`config.mk`:
```
export PLATFORM = sky130hd
export DESIGN_NAME = cmd_arb
export DESIGN_NICKNAME = d
export VERILOG_FILES = /design/src/rtl/cmd_arb_pkg.sv /design/src/rtl/cmd_arb_rr_arb2.sv /design/src/rtl/cmd_arb.sv
export SDC_FILE = /design/constraint.sdc
export NUM_CORES = 1
export LEC_CHECK = 0
export CAP_MARGIN = 5
export CORE_ASPECT_RATIO = 0.75
export CORE_MARGIN = 4
export CORE_UTILIZATION = 40
export DETAILED_ROUTE_END_ITERATION = 7
export DONT_BUFFER_PORTS = 1
export PLACE_DENSITY_LB_ADDON = 0.1
export REMOVE_ABC_BUFFERS = 1
export SETUP_SLACK_MARGIN = 0.15
export SKIP_LAST_GASP = 1
export SLEW_MARGIN = 20
export SYNTH_ARGS = -nofsm -noshare
export SYNTH_HDL_FRONTEND = slang
export SYNTH_HIERARCHICAL = 1
export SYNTH_SLANG_ARGS = --single-unit
```
`constraint.sdc`:
```
create_clock -name clk -period 1.71 [get_ports clk]
set_input_delay 0.342 -clock clk [delete_from_list [all_inputs] [get_ports clk]]
set_output_delay 0.342 -clock clk [all_outputs]
set_load 0.005 [all_outputs]
```
`src/rtl/cmd_arb_pkg.sv`:
```
// rtl/cmd_arb_pkg.sv - shared command codes and FSM encodings for cmd_arb
package cmd_arb_pkg;

    localparam logic [7:0] C_TARGET_TAP      = 8'h01;
    localparam logic [7:0] C_TAP_SET_GT      = 8'h03;
    localparam logic [7:0] C_TARGET_ARB      = 8'hF0;
    localparam logic [7:0] C_ARB_RSP_TIMEOUT = 8'h01;

    localparam logic [1:0] ST_IDLE     = 2'd0;
    localparam logic [1:0] ST_PRESENT  = 2'd1;
    localparam logic [1:0] ST_WAIT_RSP = 2'd2;
    localparam logic [1:0] ST_WRITE    = 2'd3;

    function automatic logic [31:0] arb_err_word(input logic [7:0] target, input logic [7:0] code);
        return {target, code, 16'h0000};
    endfunction

endpackage

```
`src/rtl/cmd_arb_rr_arb2.sv`:
```
// rtl/cmd_arb_rr_arb2.sv - two-way round-robin pick with registered last-granted pointer
module rr_arb2 (
    input  logic       clk,
    input  logic       rst,
    input  logic [1:0] i_req,
    input  logic       i_update,
    input  logic       i_upd_idx,
    output logic       o_valid,
    output logic       o_idx
);

    logic r_last;

    // Pointer starts at 1 so source 0 wins the first contested pick.
    always_ff @(posedge clk) begin
        if (rst) begin
            r_last <= 1'b1;
        end else if (i_update) begin
            r_last <= i_upd_idx;
        end
    end

    always_comb begin
        o_valid = |i_req;
        if (&i_req) begin
            o_idx = ~r_last;
        end else begin
            o_idx = i_req[1];
        end
    end

endmodule

```
`src/rtl/cmd_arb.sv`:
```
// rtl/cmd_arb.sv - two-source round-robin command arbiter in front of fcr with response timeout
module cmd_arb
    import cmd_arb_pkg::*;
#(
    parameter int DATA_W  = 32,
    parameter int TIMEOUT = 1024
) (
    input  logic              clk,
    input  logic              rst,
    input  logic [DATA_W-1:0] s0_cmd_data,
    input  logic              s0_cmd_waitreq,
    output logic              s0_cmd_rdreq,
    output logic [DATA_W-1:0] s0_rsp_data,
    output logic              s0_rsp_wrreq,
    input  logic              s0_rsp_waitreq,
    input  logic [DATA_W-1:0] s1_cmd_data,
    input  logic              s1_cmd_waitreq,
    output logic              s1_cmd_rdreq,
    output logic [DATA_W-1:0] s1_rsp_data,
    output logic              s1_rsp_wrreq,
    input  logic              s1_rsp_waitreq,
    output logic [DATA_W-1:0] fcr_cmd_data,
    output logic              fcr_cmd_waitreq,
    input  logic              fcr_cmd_rdreq,
    input  logic [DATA_W-1:0] fcr_rsp_data,
    input  logic              fcr_rsp_wrreq,
    output logic              fcr_rsp_waitreq,
    output logic              grant,
    output logic              busy,
    output logic              err_timeout
);

    localparam int CW = $clog2(TIMEOUT);
    localparam logic [CW-1:0]     C_CNT_LAST = CW'(TIMEOUT - 1);
    localparam logic [DATA_W-1:0] C_ERR_WORD = DATA_W'(arb_err_word(C_TARGET_ARB, C_ARB_RSP_TIMEOUT));

    logic [1:0]        r_state;
    logic              r_grant;
    logic [DATA_W-1:0] r_hold;
    logic [DATA_W-1:0] r_rsp;
    logic [CW-1:0]     r_cnt;
    logic              r_err;

    logic w_req_valid;
    logic w_req_idx;
    logic w_pop;
    logic w_wr;
    logic w_sink_wait;

    rr_arb2 u_rr_arb2 (
        .clk       (clk),
        .rst       (rst),
        .i_req     ({~s1_cmd_waitreq, ~s0_cmd_waitreq}),
        .i_update  (w_wr),
        .i_upd_idx (r_grant),
        .o_valid   (w_req_valid),
        .o_idx     (w_req_idx)
    );

    // Strobes are gated by rst so a reset cycle never pops or writes a FIFO.
    assign w_sink_wait = r_grant ? s1_rsp_waitreq : s0_rsp_waitreq;
    assign w_pop       = (r_state == ST_IDLE) && w_req_valid && !rst;
    assign w_wr        = (r_state == ST_WRITE) && !w_sink_wait && !rst;

    assign s0_cmd_rdreq    = w_pop && !w_req_idx;
    assign s1_cmd_rdreq    = w_pop && w_req_idx;
    assign s0_rsp_wrreq    = w_wr && !r_grant;
    assign s1_rsp_wrreq    = w_wr && r_grant;
    assign s0_rsp_data     = r_rsp;
    assign s1_rsp_data     = r_rsp;
    assign fcr_cmd_data    = r_hold;
    assign fcr_cmd_waitreq = (r_state != ST_PRESENT);
    assign fcr_rsp_waitreq = (r_state != ST_WAIT_RSP);
    assign grant           = r_grant;
    assign busy            = (r_state != ST_IDLE);
    assign err_timeout     = r_err;

    always_ff @(posedge clk) begin
        if (rst) begin
            r_state <= ST_IDLE;
            r_grant <= 1'b0;
            r_hold  <= '0;
            r_rsp   <= '0;
            r_cnt   <= '0;
            r_err   <= 1'b0;
        end else begin
            r_err <= 1'b0;
            case (r_state)
                ST_IDLE: begin
                    if (w_req_valid) begin
                        r_grant <= w_req_idx;
                        r_hold  <= w_req_idx ? s1_cmd_data : s0_cmd_data;
                        r_state <= ST_PRESENT;
                    end
                end
                ST_PRESENT: begin
                    if (fcr_cmd_rdreq) begin
                        r_cnt   <= '0;
                        r_state <= ST_WAIT_RSP;
                    end
                end
                ST_WAIT_RSP: begin
                    r_cnt <= r_cnt + CW'(1);
                    // A real response beats expiry in the same cycle.
                    if (fcr_rsp_wrreq) begin
                        r_rsp   <= fcr_rsp_data;
                        r_state <= ST_WRITE;
                    end else if (r_cnt == C_CNT_LAST) begin
                        r_rsp   <= C_ERR_WORD;
                        r_err   <= 1'b1;
                        r_state <= ST_WRITE;
                    end
                end
                ST_WRITE: begin
                    if (!w_sink_wait) begin
                        r_state <= ST_IDLE;
                    end
                end
                default: r_state <= ST_IDLE;
            endcase
        end
    end

endmodule

```
Word-level counts from Yosys, hierarchy flattened
Index checks and enable logic that the tools add are counted.
Widths: inputs -> output; s select.

storage, ports and cells
  word-level logic and storage cells = 59
  output and inout bits = 105
  bits in registers = 79

operators by class
  bitwise gates (word level) = 4
  reductions and logical operators = 23
  eq/ne operators = 10
  add/sub/neg operators = 1
  mux-type cells = 14

operators with widths
  cell                   count
  $mux 32                3
  $pmux 10 s2            1
  $add 10x1->10 const B  1
  $eq 10x10->1 const B   1
  $mux 10                1
  $mux 2                 5
  $logic_and 1x1->1      8
  $ne 2x2->1 const B     4
  $pmux 2 s4             1
  $reduce_and 2->1       4
  $reduce_bool 2->1      3
  $eq 2x2->1 const B     2
  $logic_not 1->1        4
  $not 1->1              4
  $reduce_and 4->1       1
  $mux 1                 3
  $ne 3x3->1 const B     1
  $reduce_or 3->1        1
  $eq 2x1->1 const B     1
  $logic_not 2->1        1
  $ne 2x1->1 const B     1
  $reduce_or 2->1        1

Longest topological paths before layout
  depth in word-level cells = 5
  gate-level depth with buffers = 8
  depth with buffers taken out = 6

Modules after synthesis
The synthesis kept the hierarchy.

modules (own cells, without submodules)
  module   cells each  area an instance (µm²)  sequential area each (µm²)  instances
  cmd_arb  355         3470.8                  1561.5                      1
  rr_arb2  5           48.8                    20.0                        1

Least setup slack after synthesis
OpenSTA, ideal clock, no wires.

  kind = register to register
  from = register r_cnt[0]
  to = register r_rsp[0], in the netlist s0_rsp_data[0]
  stages on the path, launching flop included = 7
  required time = 1593 ps
  arrival = 1459 ps
  buffers on the path = 1
  setup slack = 135 ps
  cells stage by stage = dfxtp_1 ha_1 nand4_2 o31ai_4 a21oi_4 buf_6 a22o_1

on the way
  word-level cells in the longest chain between the ends = 3

ends and longest elaborated chain
  item                                line            source
  from (decl)                         cmd_arb.sv:41   logic [CW-1:0] r_cnt;
  from (signal assigned)              cmd_arb.sv:103  r_cnt <= r_cnt + CW'(1);
  $eq 10x10->1                        cmd_arb.sv:108  end else if (r_cnt == C_CNT_LAST) begin
  $reduce_bool 2->1 (no source line)  --
  $reduce_and 2->1 (no source line)   --
  to (signal assigned)                cmd_arb.sv:106  r_rsp <= fcr_rsp_data;
  to (decl)                           cmd_arb.sv:40   logic [DATA_W-1:0] r_rsp;

Every way passes these cells.
A chain may end at the register's enable or synchronous reset.

Final worst setup path
  from = register r_grant, in the netlist grant
  to = output port s1_rsp_wrreq

on the way
  word-level cells in the longest chain between the ends = 5

ends and longest elaborated chain
  item                             line           source
  from (decl)                      cmd_arb.sv:38  logic r_grant;
  from (signal assigned)           cmd_arb.sv:91  r_grant <= w_req_idx;
  $mux 1                           cmd_arb.sv:61  assign w_sink_wait = r_grant ? s1_rsp_waitreq : s0_rsp_waitreq;
  $logic_not 1->1                  --
  $logic_and 1x1->1 (2 in series)  cmd_arb.sv:63  assign w_wr = (r_state == ST_WRITE) && !w_sink_wait && !rst;
  via w_wr                         cmd_arb.sv:47  logic w_wr;
  $logic_and 1x1->1                cmd_arb.sv:68  assign s1_rsp_wrreq = w_wr && r_grant;
  to (decl)                        cmd_arb.sv:20  output logic s1_rsp_wrreq,

The timed path passes the listed nets, and every way through them passes these cells.

==> results.txt <==
Tmin final: 1.70 ns
antenna violations before repair: 0
Post-Synth Simple-Gate Area: 0.119
CP startpoint kind: flip-flop
Tightest Pin Transition: 0.337 ns
Max Clk Rate: 588 MHz
row count: 29
syn_area_per_cell: 9.78 um^2
Main synth FF type: dfxtp_1
met2 GRT Util: 0.246
run status: complete, no violations
Remaining Overflow, GRT: 0
Post-synth EDFFs: 0
Synth Register Bits: 79
largest net degree at the start of global routing: 66
Vias: 2538
unique cell type count in the Yosys netlist: 40
post-synthesis mux area share: 0.103
RR Endpoint: s0_rsp_data[1]
Final Power: 6.46 mW
Die Wd: 116 um
routability cong.: 0.778
asr flop ratio synth: 0
Synth top area share: 0.449
worst hold path depth: 1
layout cells sized above 1: 0.263
power density over cell area: 1530 mW/mm^2
GR peak layer: met2
Hold Crit Class: in2reg
all-layer global routing usage: 0.159
root buf cell: clkbuf_16
final setup margin: 0.00794 ns
CP max FO: 3
Synthesis Warnings: 6
Design Area, Final: 0.00422 mm^2
WHS: 0.0671 ns
WL per Instance: 19.9 um
r2r setup slk: 0.14 ns
sequential area share after synthesis: 0.449
final cell count without fillers: 461
RSZ-0062 raised after global routing: true
Final Slew Violations: 0
hold path startpoint: rst
area growth from synthesis to final layout: 19.8%
initial core utilization: 0.413
Synth Area in XOR/XNOR: 0.0124
fin crit share: 0.995
Post-DP Area: 0.00346 mm^2
Hold EP: fcr_cmd_data[21]
DR pass1 iterations: 4
Fillers: 788
io pins: 209
Cell Area, Synth: 0.00352 mm^2
I/O Buffers: 0
critical path type: reg2out
top cells by area in the synthesized netlist: dfxtp_1 45%, mux2i_1 9.7%, a211oi_1 6.8%
met3 GRT Util: 0.0832
area leader, netlist: dfxtp_1
CTS Buf Count: 9
Clock Path Buffers: 2
crit end category: output pin
number of diodes: 0
Rel. slew slack: 0.773
adder-cell share of the synthesized area: 0.0213
antenna-violating nets left: 0
fin nets: 458
Max VDD drop: 0.000781 V
Gate Count Post-Synth: 360
R2R Path Start: r_state[0]
H-Tree Depth: 3
final hold vios: 0
clk_lat worst skew: 0.33 ns
Leak: 1.62 nW
R2R depth: 7
DRC: 0
maxcap violations: 0
commonest non-fill, non-tap cell in the layout: dfxtp_1
vias in the first global route: 2336
via density per instance: 5.51
TritonCTS sink count: 79
most frequent cells in the layout: 70 x dfxtp_1, 46 x nor2_1, 33 x mux2i_1, 29 x a211oi_1, 20 x a22o_1
Synth Area in Compound Gates: 0.185
CP arrival: 1.36 ns
Max Clock Skew: 0.00576 ns
Post-DP HPWL: 6010 um
first-pass GRT wire length: 12600 um
total negative slack: 0 ns
Vert. Die Dim: 89.2 um
Placed Cells: 427
initial drt markers: 168
CP required: 1.37 ns
final wirelength: 9160 um
# setup viols final: 0
clock-pin slew on the worst setup and hold paths: 0.06 ns
final core utilization: 0.495
core area: 0.00853 mm^2
dpl ws: 0.0927 ns
Die Area: 0.0104 mm^2
global-route met1 utilization: 0.193
CTS tree: yes
largest family of logic cells by synthesized area: compound AO/OA/AOI/OAI gates
sequential cells by signal, indices dropped and copies added (netlist names):
register and flops:
err_timeout 1, fcr_cmd_data 32, grant 1, r_cnt 10
r_state 2, s0_rsp_data 32, u_rr_arb2/r_last 1
Yosys cell counts, types with 3 or more instances:
cell,number
dfxtp_1,79
mux2i_1,34
a22o_2,7
inv_1,10
buf_4,32
clkbuf_1,5
nor2_1,47
nor2b_1,3
nand3_1,3
buf_1,5
o21ai_0,4
a211oi_1,32
buf_2,10
nand2_1,9
nor3b_1,3
or3_1,3
xor2_1,3
a22o_1,20
a21oi_1,10
nor3_1,9
ha_1,6
per-layer routing:
layer,share of wire,vias up
met1,0.41,1176
met5,0,-
met2,0.48,125
met4,0.010,0
li1,-,1225
met3,0.098,12
how the worst max path moves through the flow:
| stage | from | end | slack (ns) | cells past startpoint |
|---|---|---|---|---|
| finish | grant | s1_rsp_wrreq | 0.008 | 3 |
| global route | grant | s0_rsp_wrreq | -0.06 | 3 |
| global placement | r_state[0] | r_cnt[6] | 0.13 | 6 |
| floorplan | s1_cmd_waitreq | fcr_cmd_data[0] | -2.90 | 4 |
| CTS | grant | s1_rsp_wrreq | -0.02 | 3 |
| detailed placement | r_state[0] | r_cnt[8] | 0.09 | 6 |
layout make-up:
type | instances | area (um^2) | share of cell area
clock buffers | 11 | 233 | 0.0552
clock inverters | 5 | 82.6 | 0.0196
inverters | 10 | 45.0 | 0.0107
multi-input cells | 217 | 1730 | 0.411
flip-flops and latches | 79 | 1600 | 0.379
well taps | 108 | 135 | 0.0320
repair buffers | 31 | 392 | 0.0929
cell families (layout without fill, tap and decap cells):
| kind of cell | Yosys count | after routing |
|---|---|---|
| fa+ha+maj | 6 | 6 |
| buf+inv | 64 | 57 |
| flops | 79 | 79 |
| xor+xnor | 5 | 5 |
| mux | 36 | 36 |
| simple gates | 89 | 89 |
| compound gates | 81 | 81 |
power by group:
part	internal (mW)	switching [mW]	leakage [nW]
clock	1.28	0.730	0.142
sequential	2.21	0.344	0.651
combinational	0.941	0.960	0.827
total	4.42	2.03	1.62
what timing repair did:
action | in CTS | in global routing
cloned | 1 | 5
gates resized for setup | 29 | 25
setup buffers | 7 | 5
setup endpoints to repair | 66 | 52
hold buffers | 0 | 0
pin swaps | 6 | 10
critical path, cell delays in order (launching register included):
cell     delay (ns)
dfxtp_2        0.33
mux2_4         0.32
nor3b_4        0.21
and2_4         0.17
Note: power is estimated with default switching activity, not from simulation.
